### src/rtl/hist_stream_analyzer.sv
// Streaming histogram analyzer: per frame, finds the peak bin, the saturating total,
// the number of non-empty bins and the frame length, and publishes them on the last beat.
module hist_stream_analyzer #(
    parameter int BIN_W = 16,
    parameter int CNT_W = 8,
    parameter int TOT_W = 24
) (
    input  logic             clk,
    input  logic             reset,
    input  logic [CNT_W-1:0] data_in,
    input  logic             valid_in,
    input  logic             last_in,
    output logic [BIN_W-1:0] peak_bin,
    output logic [CNT_W-1:0] peak_count,
    output logic [TOT_W-1:0] total,
    output logic [BIN_W-1:0] nonzero_bins,
    output logic [BIN_W-1:0] num_bins,
    output logic [7:0]       frame_count,
    output logic             result_valid,
    output logic             overrun,
    output logic             busy
);

    localparam logic ST_IDLE  = 1'b0;
    localparam logic ST_ACCUM = 1'b1;

    localparam logic [BIN_W-1:0] BIN_MAX = '1;
    localparam logic [TOT_W-1:0] TOT_MAX = '1;

    logic             r_state;
    logic [BIN_W-1:0] r_idx;
    logic [TOT_W-1:0] r_tot;
    logic [BIN_W-1:0] r_nz;
    logic [BIN_W-1:0] r_pk_bin;
    logic [CNT_W-1:0] r_pk_cnt;

    logic [BIN_W-1:0] r_o_pk_bin;
    logic [CNT_W-1:0] r_o_pk_cnt;
    logic [TOT_W-1:0] r_o_tot;
    logic [BIN_W-1:0] r_o_nz;
    logic [BIN_W-1:0] r_o_nb;
    logic [7:0]       r_fc;
    logic             r_rvalid;
    logic             r_overrun;

    logic             w_first;
    logic             w_ovf;
    logic [BIN_W-1:0] w_idx_nx;
    logic [TOT_W-1:0] w_tot_base;
    logic [TOT_W:0]   w_sum;
    logic [TOT_W-1:0] w_tot_nx;
    logic [BIN_W-1:0] w_nz_base;
    logic [BIN_W-1:0] w_nz_nx;
    logic [BIN_W-1:0] w_pk_bin_nx;
    logic [CNT_W-1:0] w_pk_cnt_nx;

    // Next working values assuming the current cycle carries a beat; the first beat of a
    // frame starts from zero so no separate clear is needed between frames.
    always_comb begin
        w_first    = (r_state == ST_IDLE);
        w_ovf      = !w_first && (r_idx == BIN_MAX);
        w_idx_nx   = '0;
        if (!w_first) begin
            w_idx_nx = (r_idx == BIN_MAX) ? BIN_MAX : r_idx + 1'b1;
        end

        w_tot_base = w_first ? '0 : r_tot;
        w_sum      = {1'b0, w_tot_base} + (TOT_W + 1)'(data_in);
        w_tot_nx   = w_sum[TOT_W] ? TOT_MAX : w_sum[TOT_W-1:0];

        w_nz_base  = w_first ? '0 : r_nz;
        w_nz_nx    = w_nz_base;
        if ((data_in != '0) && (w_nz_base != BIN_MAX)) begin
            w_nz_nx = w_nz_base + 1'b1;
        end

        w_pk_bin_nx = r_pk_bin;
        w_pk_cnt_nx = r_pk_cnt;
        if (w_first) begin
            w_pk_bin_nx = '0;
            w_pk_cnt_nx = data_in;
        end else if (data_in > r_pk_cnt) begin
            w_pk_bin_nx = w_idx_nx;
            w_pk_cnt_nx = data_in;
        end
    end

    always_ff @(posedge clk) begin
        if (reset) begin
            r_state    <= ST_IDLE;
            r_idx      <= '0;
            r_tot      <= '0;
            r_nz       <= '0;
            r_pk_bin   <= '0;
            r_pk_cnt   <= '0;
            r_o_pk_bin <= '0;
            r_o_pk_cnt <= '0;
            r_o_tot    <= '0;
            r_o_nz     <= '0;
            r_o_nb     <= '0;
            r_fc       <= '0;
            r_rvalid   <= 1'b0;
            r_overrun  <= 1'b0;
        end else begin
            r_rvalid <= 1'b0;
            if (valid_in) begin
                r_idx    <= w_idx_nx;
                r_tot    <= w_tot_nx;
                r_nz     <= w_nz_nx;
                r_pk_bin <= w_pk_bin_nx;
                r_pk_cnt <= w_pk_cnt_nx;
                if (w_ovf) begin
                    r_overrun <= 1'b1;
                end
                if (last_in) begin
                    r_o_pk_bin <= w_pk_bin_nx;
                    r_o_pk_cnt <= w_pk_cnt_nx;
                    r_o_tot    <= w_tot_nx;
                    r_o_nz     <= w_nz_nx;
                    r_o_nb     <= w_idx_nx;
                    r_fc       <= r_fc + 8'd1;
                    r_rvalid   <= 1'b1;
                    r_state    <= ST_IDLE;
                end else begin
                    r_state <= ST_ACCUM;
                end
            end
        end
    end

    assign peak_bin     = r_o_pk_bin;
    assign peak_count   = r_o_pk_cnt;
    assign total        = r_o_tot;
    assign nonzero_bins = r_o_nz;
    assign num_bins     = r_o_nb;
    assign frame_count  = r_fc;
    assign result_valid = r_rvalid;
    assign overrun      = r_overrun;
    assign busy         = (r_state == ST_ACCUM);

endmodule
### config.mk
export PLATFORM = sky130hd
export DESIGN_NAME = hist_stream_analyzer
export DESIGN_NICKNAME = d
export VERILOG_FILES = /design/src/rtl/hist_stream_analyzer.sv
export SDC_FILE = /design/constraint.sdc
export NUM_CORES = 1
export LEC_CHECK = 0
export CAP_MARGIN = 15
export CORE_AREA = 2 2 127 129
export DETAILED_ROUTE_END_ITERATION = 6
export DIE_AREA = 0 0 129 131
export PLACE_DENSITY = 0.78
export SLEW_MARGIN = 20
export SYNTH_ARGS = -nofsm -noshare
export SYNTH_HDL_FRONTEND = slang
export SYNTH_SLANG_ARGS = --single-unit
### constraint.sdc
create_clock -name clk -period 4.3 [get_ports clk]
set_input_delay 0.43 -clock clk [delete_from_list [all_inputs] [get_ports clk]]
set_output_delay 0.43 -clock clk [all_outputs]
set_load 0.005 [all_outputs]
==> results.txt <==
----------------------------------------------------
[Synth]
  Predominant post-synthesis flop cell ... dfxtp_1
  Post-synthesis instance area ... 8370 um^2
  Number of storage elements in the synthesis netlist ... 171
  Async S/R FF share, synth ... 0%
  Synthesis Warnings ... 0
  Mapped Nets ... about 1100
  Most area-consuming cells after synthesis ... dfxtp_1, a21oi_1, nand2_1
  Sequential fraction of the synthesis area ... approximately two fifths
  Number of distinct library cells after synthesis ... around 70
  Area share of the largest cell type after synthesis ... 40.9%
  Post-synth EDFFs ... 0
  Number of instances in the synthesized netlist ... between 1000 and 1500
  Cell accounting for the most synthesized area ... dfxtp_1
  Average footprint of a synthesized cell ... about 8 um^2

[Finish]
  Number of filler cells placed in the layout ... between 1000 and 1500
  P&R area growth vs syn ... 20.3%
  # diodes ... 0
  Fraction of final layout cells sized beyond drive strength 1 ... roughly 5.8%
  Layout net count ... 1132
  Final Core Density ... 64.5%

[Critical path]
  Largest delay share family, worst path ... compound AO/OA/AOI/OAI gates
  FF-to-FF setup slack ... 1160 ps
  CP Launch Type ... input pin
  Startpoint of the worst register-to-register path ... r_pk_cnt[7]$_SDFFE_PP0P_
  FF-to-FF path depth ... 9
  Type of destination of the critical path ... flop
  Buffers plus inverters on the worst setup path ... 2
  Standard cell with the maximum stage delay on the critical path ... o21ai_1
  Largest fanout on the critical path ... 24
  CP cell instances ... clkdlybuf4s50_1 -> ha_1 -> a21oi_1 -> o211ai_1 -> o221a_2 -> o21ai_1 -> buf_4 -> mux2i_1 -> nor2_1
  Endpoint required time on the critical path ... 4600 ps
  Reg2reg end ... r_pk_cnt[5]$_SDFFE_PP0P_
  Worst path depth ... 9
  Arrival time at the worst endpoint ... 3580 ps
  Stage delay of the slowest cell on the critical path ... 900 ps
  Critical path type ... in2reg

[Detailed routing]
  Routed wirelength normalized by instance count ... around 17 um
  Pre-Repair DR Iteration Count ... 6
  Total Wirelength ... between 20 and 25 mm
  Mean number of vias per cell ... ~6.0
  Number of design rule violations left after detail routing ... 0
  Initial detailed-routing violation count ... 678
  Antenna-violating nets left ... 0
  Routed vias ... roughly 7900

[Clock network]
  Clock tree from TritonCTS ... built
  Clk slew on worst S/H paths ... about 70 ps
  Post-cts repair resize count ... 0
  Clk buf depth ... 2
  Number of CTS-inserted buffers ... 17
  Source-to-sink clock delay at the later pin of the worst-skew pair ... between 400 and 500 ps
  Number of levels in the clock H-tree ... 4
  CTS Hold Buffers Added ... 0
  Clock sink count ... approximately 170
  Root cell of the clock tree ... clkbuf_16
  Post-CTS Repair Setup Buffers ... 0

[Floorplanning]
  Top Ports ... 103
  Starting Density ... 53.6%
  Total number of placement rows ... 46
  Height of the die ... between 100 and 150 um
  Area of the core region ... between 15000 and 20000 um^2
  Floorplan die width ... about 130 um
  Die area ... 16900 um^2

[GRT]
  GRT overflow ... 0
  Global-route wire length before repair ... roughly 36 mm
  Maximum number of pins on one net before global-route repair ... 69
  Antenna violations before repair ... 0
  Global router's overall resource usage ... between 20 and 30%
  Number of global-route vias before repair ... around 7200

[STA]
  Shortest period the worst path allows ... roughly 3300 ps
  Maximum clock skew at final layout ... 7.65 ps
  Final setup violating endpoints ... 0
  Portion of the clock cycle consumed by the worst path in the final layout ... 76.2%
  F_max ... approximately 0.31 GHz
  Max-Slew Margin vs Limit ... 28.6%
  Number of pins with negative max-slew slack in the final report ... 0
  Final total negative setup slack ... 0 ps
  Final Hold Vio Count ... 0
  Tightest Pin Transition ... 1060 ps
  Setup repair after global routing missed its margin ... no

[Power]
  IR drop worst, VDD ... ~280 uV
  PD cells ... between 300 and 400 nW/um^2
  Leakage power ... 3.51 nW

[Placed design]
  Number of buffers inserted by port buffering ... approximately 100
  Routability-driven placement congestion ratio ... ~0.88
  Final HPWL DP ... 15.1 mm

[Flow run]
  Max-Cap Viols ... 0

[Worst hold path]
  End of the worst hold path ... peak_bin[11]$_SDFFE_PP0P_
  Hold Crit Class ... reg2reg
  Count of cells along the worst hold path ... 2
  Hold Path Origin ... peak_bin[11]$_SDFFE_PP0P_

[Status]
  Status ... complete, no violations

----------------------------------------------------
[final cells by class]
| type | instances | area [um^2] | area share (%) |
|---|---|---|---|
| multi-input combinational | 767 | 4580 | 45.5 |
| timing repair buffer | 118 | 1150 | 11.4 |
| clock buffer | 22 | 464 | 4.61 |
| tap | 216 | 270 | 2.69 |
| sequential | 171 | 3420 | 34.0 |
| inverter | 25 | 93.8 | 0.932 |
| clock inverter | 9 | 90.1 | 0.895 |
[logic make-up after synthesis]
logic type               Yosys count  share of synthesized area [%]
AO/OA/AOI/OAI                    304                           22.7
XOR/XNOR                          37                           3.87
adder cells (fa/ha/maj)           20                           3.08
buffers and inverters             96                           4.41
flip-flops                       171                           40.9
multiplexers                      33                           3.98
AND/OR/NAND/NOR                  373                           21.0
[report_power, final]
| part | leakage (nW) | internal, mW | switching, mW | total (mW) |
|---|---|---|---|---|
| clock network | 0.267 | 0.828 | 0.647 | 1.47 |
| registers | 1.39 | 1.63 | 0.0330 | 1.66 |
| logic | 1.85 | 0.148 | 0.221 | 0.369 |
[flip-flops by register name, summed over array words and instances (netlist names)]
signal,count
total,24
num_bins,16
r_idx,16
r_pk_bin,16
frame_count,8
nonzero_bins,16
peak_count,8
overrun,1
busy,1
result_valid,1
r_nz,16
r_tot,24
r_pk_cnt,8
peak_bin,16
[worst max-delay path by stage]
stage,from,end
final,data_in[7],r_pk_cnt[5]$_SDFFE_PP0P_
after detailed placement,data_in[7],r_pk_cnt[5]$_SDFFE_PP0P_
after global routing,data_in[7],r_pk_cnt[7]$_SDFFE_PP0P_
after floorplan,busy$_SDFFE_PP0P_,total[20]$_SDFFE_PP0P_
after CTS,data_in[7],r_pk_cnt[5]$_SDFFE_PP0P_
after global placement,data_in[7],r_pk_cnt[7]$_SDFFE_PP0P_
[cell usage after synthesis, drive strengths merged (10+ instances only)]
| master | number |
|---|---|
| dfxtp | 171 |
| inv | 24 |
| nand4 | 23 |
| nand3 | 35 |
| o22ai | 10 |
| a31oi | 13 |
| a211oi | 20 |
| ha | 19 |
| mux2i | 31 |
| xor2 | 19 |
| and3 | 13 |
| o21ai | 83 |
| a21oi | 102 |
| and2 | 18 |
| nand2 | 135 |
| buf | 11 |
| nor2 | 93 |
| nor3 | 21 |
| clkbuf | 60 |
| xnor2 | 18 |
[per-stage QoR]
stage | hold WS (ps) | area [um^2] | total power, mW | setup WS (ps) | cells
after floorplan | 431 | 8370 | 1.92 | 602 | 1034
after CTS | 447 | 10100 | 3.52 | 1050 | 1328
after global routing | 469 | 10100 | 3.62 | 833 | 1328
after global placement | 432 | 9510 | 2.05 | 708 | 1297
after detailed placement | 437 | 9510 | 2.06 | 599 | 1297
final | 442 | 10100 | 3.51 | 1030 | 1328
[routing by layer]
layer / vias up / GRT usage, % / wire (um)
met3: 45 / 4.32 / 1170
met1: 3740 / 35.8 / 10300
met4: 0 / 12.9 / 767
met5: - / 0 / 0
li1: 3864 / - / -
met2: 263 / 42.7 / 10200
[layout by cell type (no fill, tap or decap), drive strengths merged, types with 18 or more instances in the layout]
cell type	n
a211oi	20
a21oi	102
and2	18
buf	18
clkbuf	22
clkdlybuf4s50	100
dfxtp	171
ha	19
inv	26
mux2i	31
nand2	135
nand3	35
nand4	23
nor2	93
nor3	21
o21ai	83
xnor2	18
xor2	19
[worst reg2reg max path: cells and delay by family (launching register included)]
family          cells  cell delay, ps
fa+ha+maj           1             300
simple gates        1              50
buf+inv             2             400
flops               1             350
compound gates      4            1680
mux                 1             220
(Power assumes the default switching activity.)
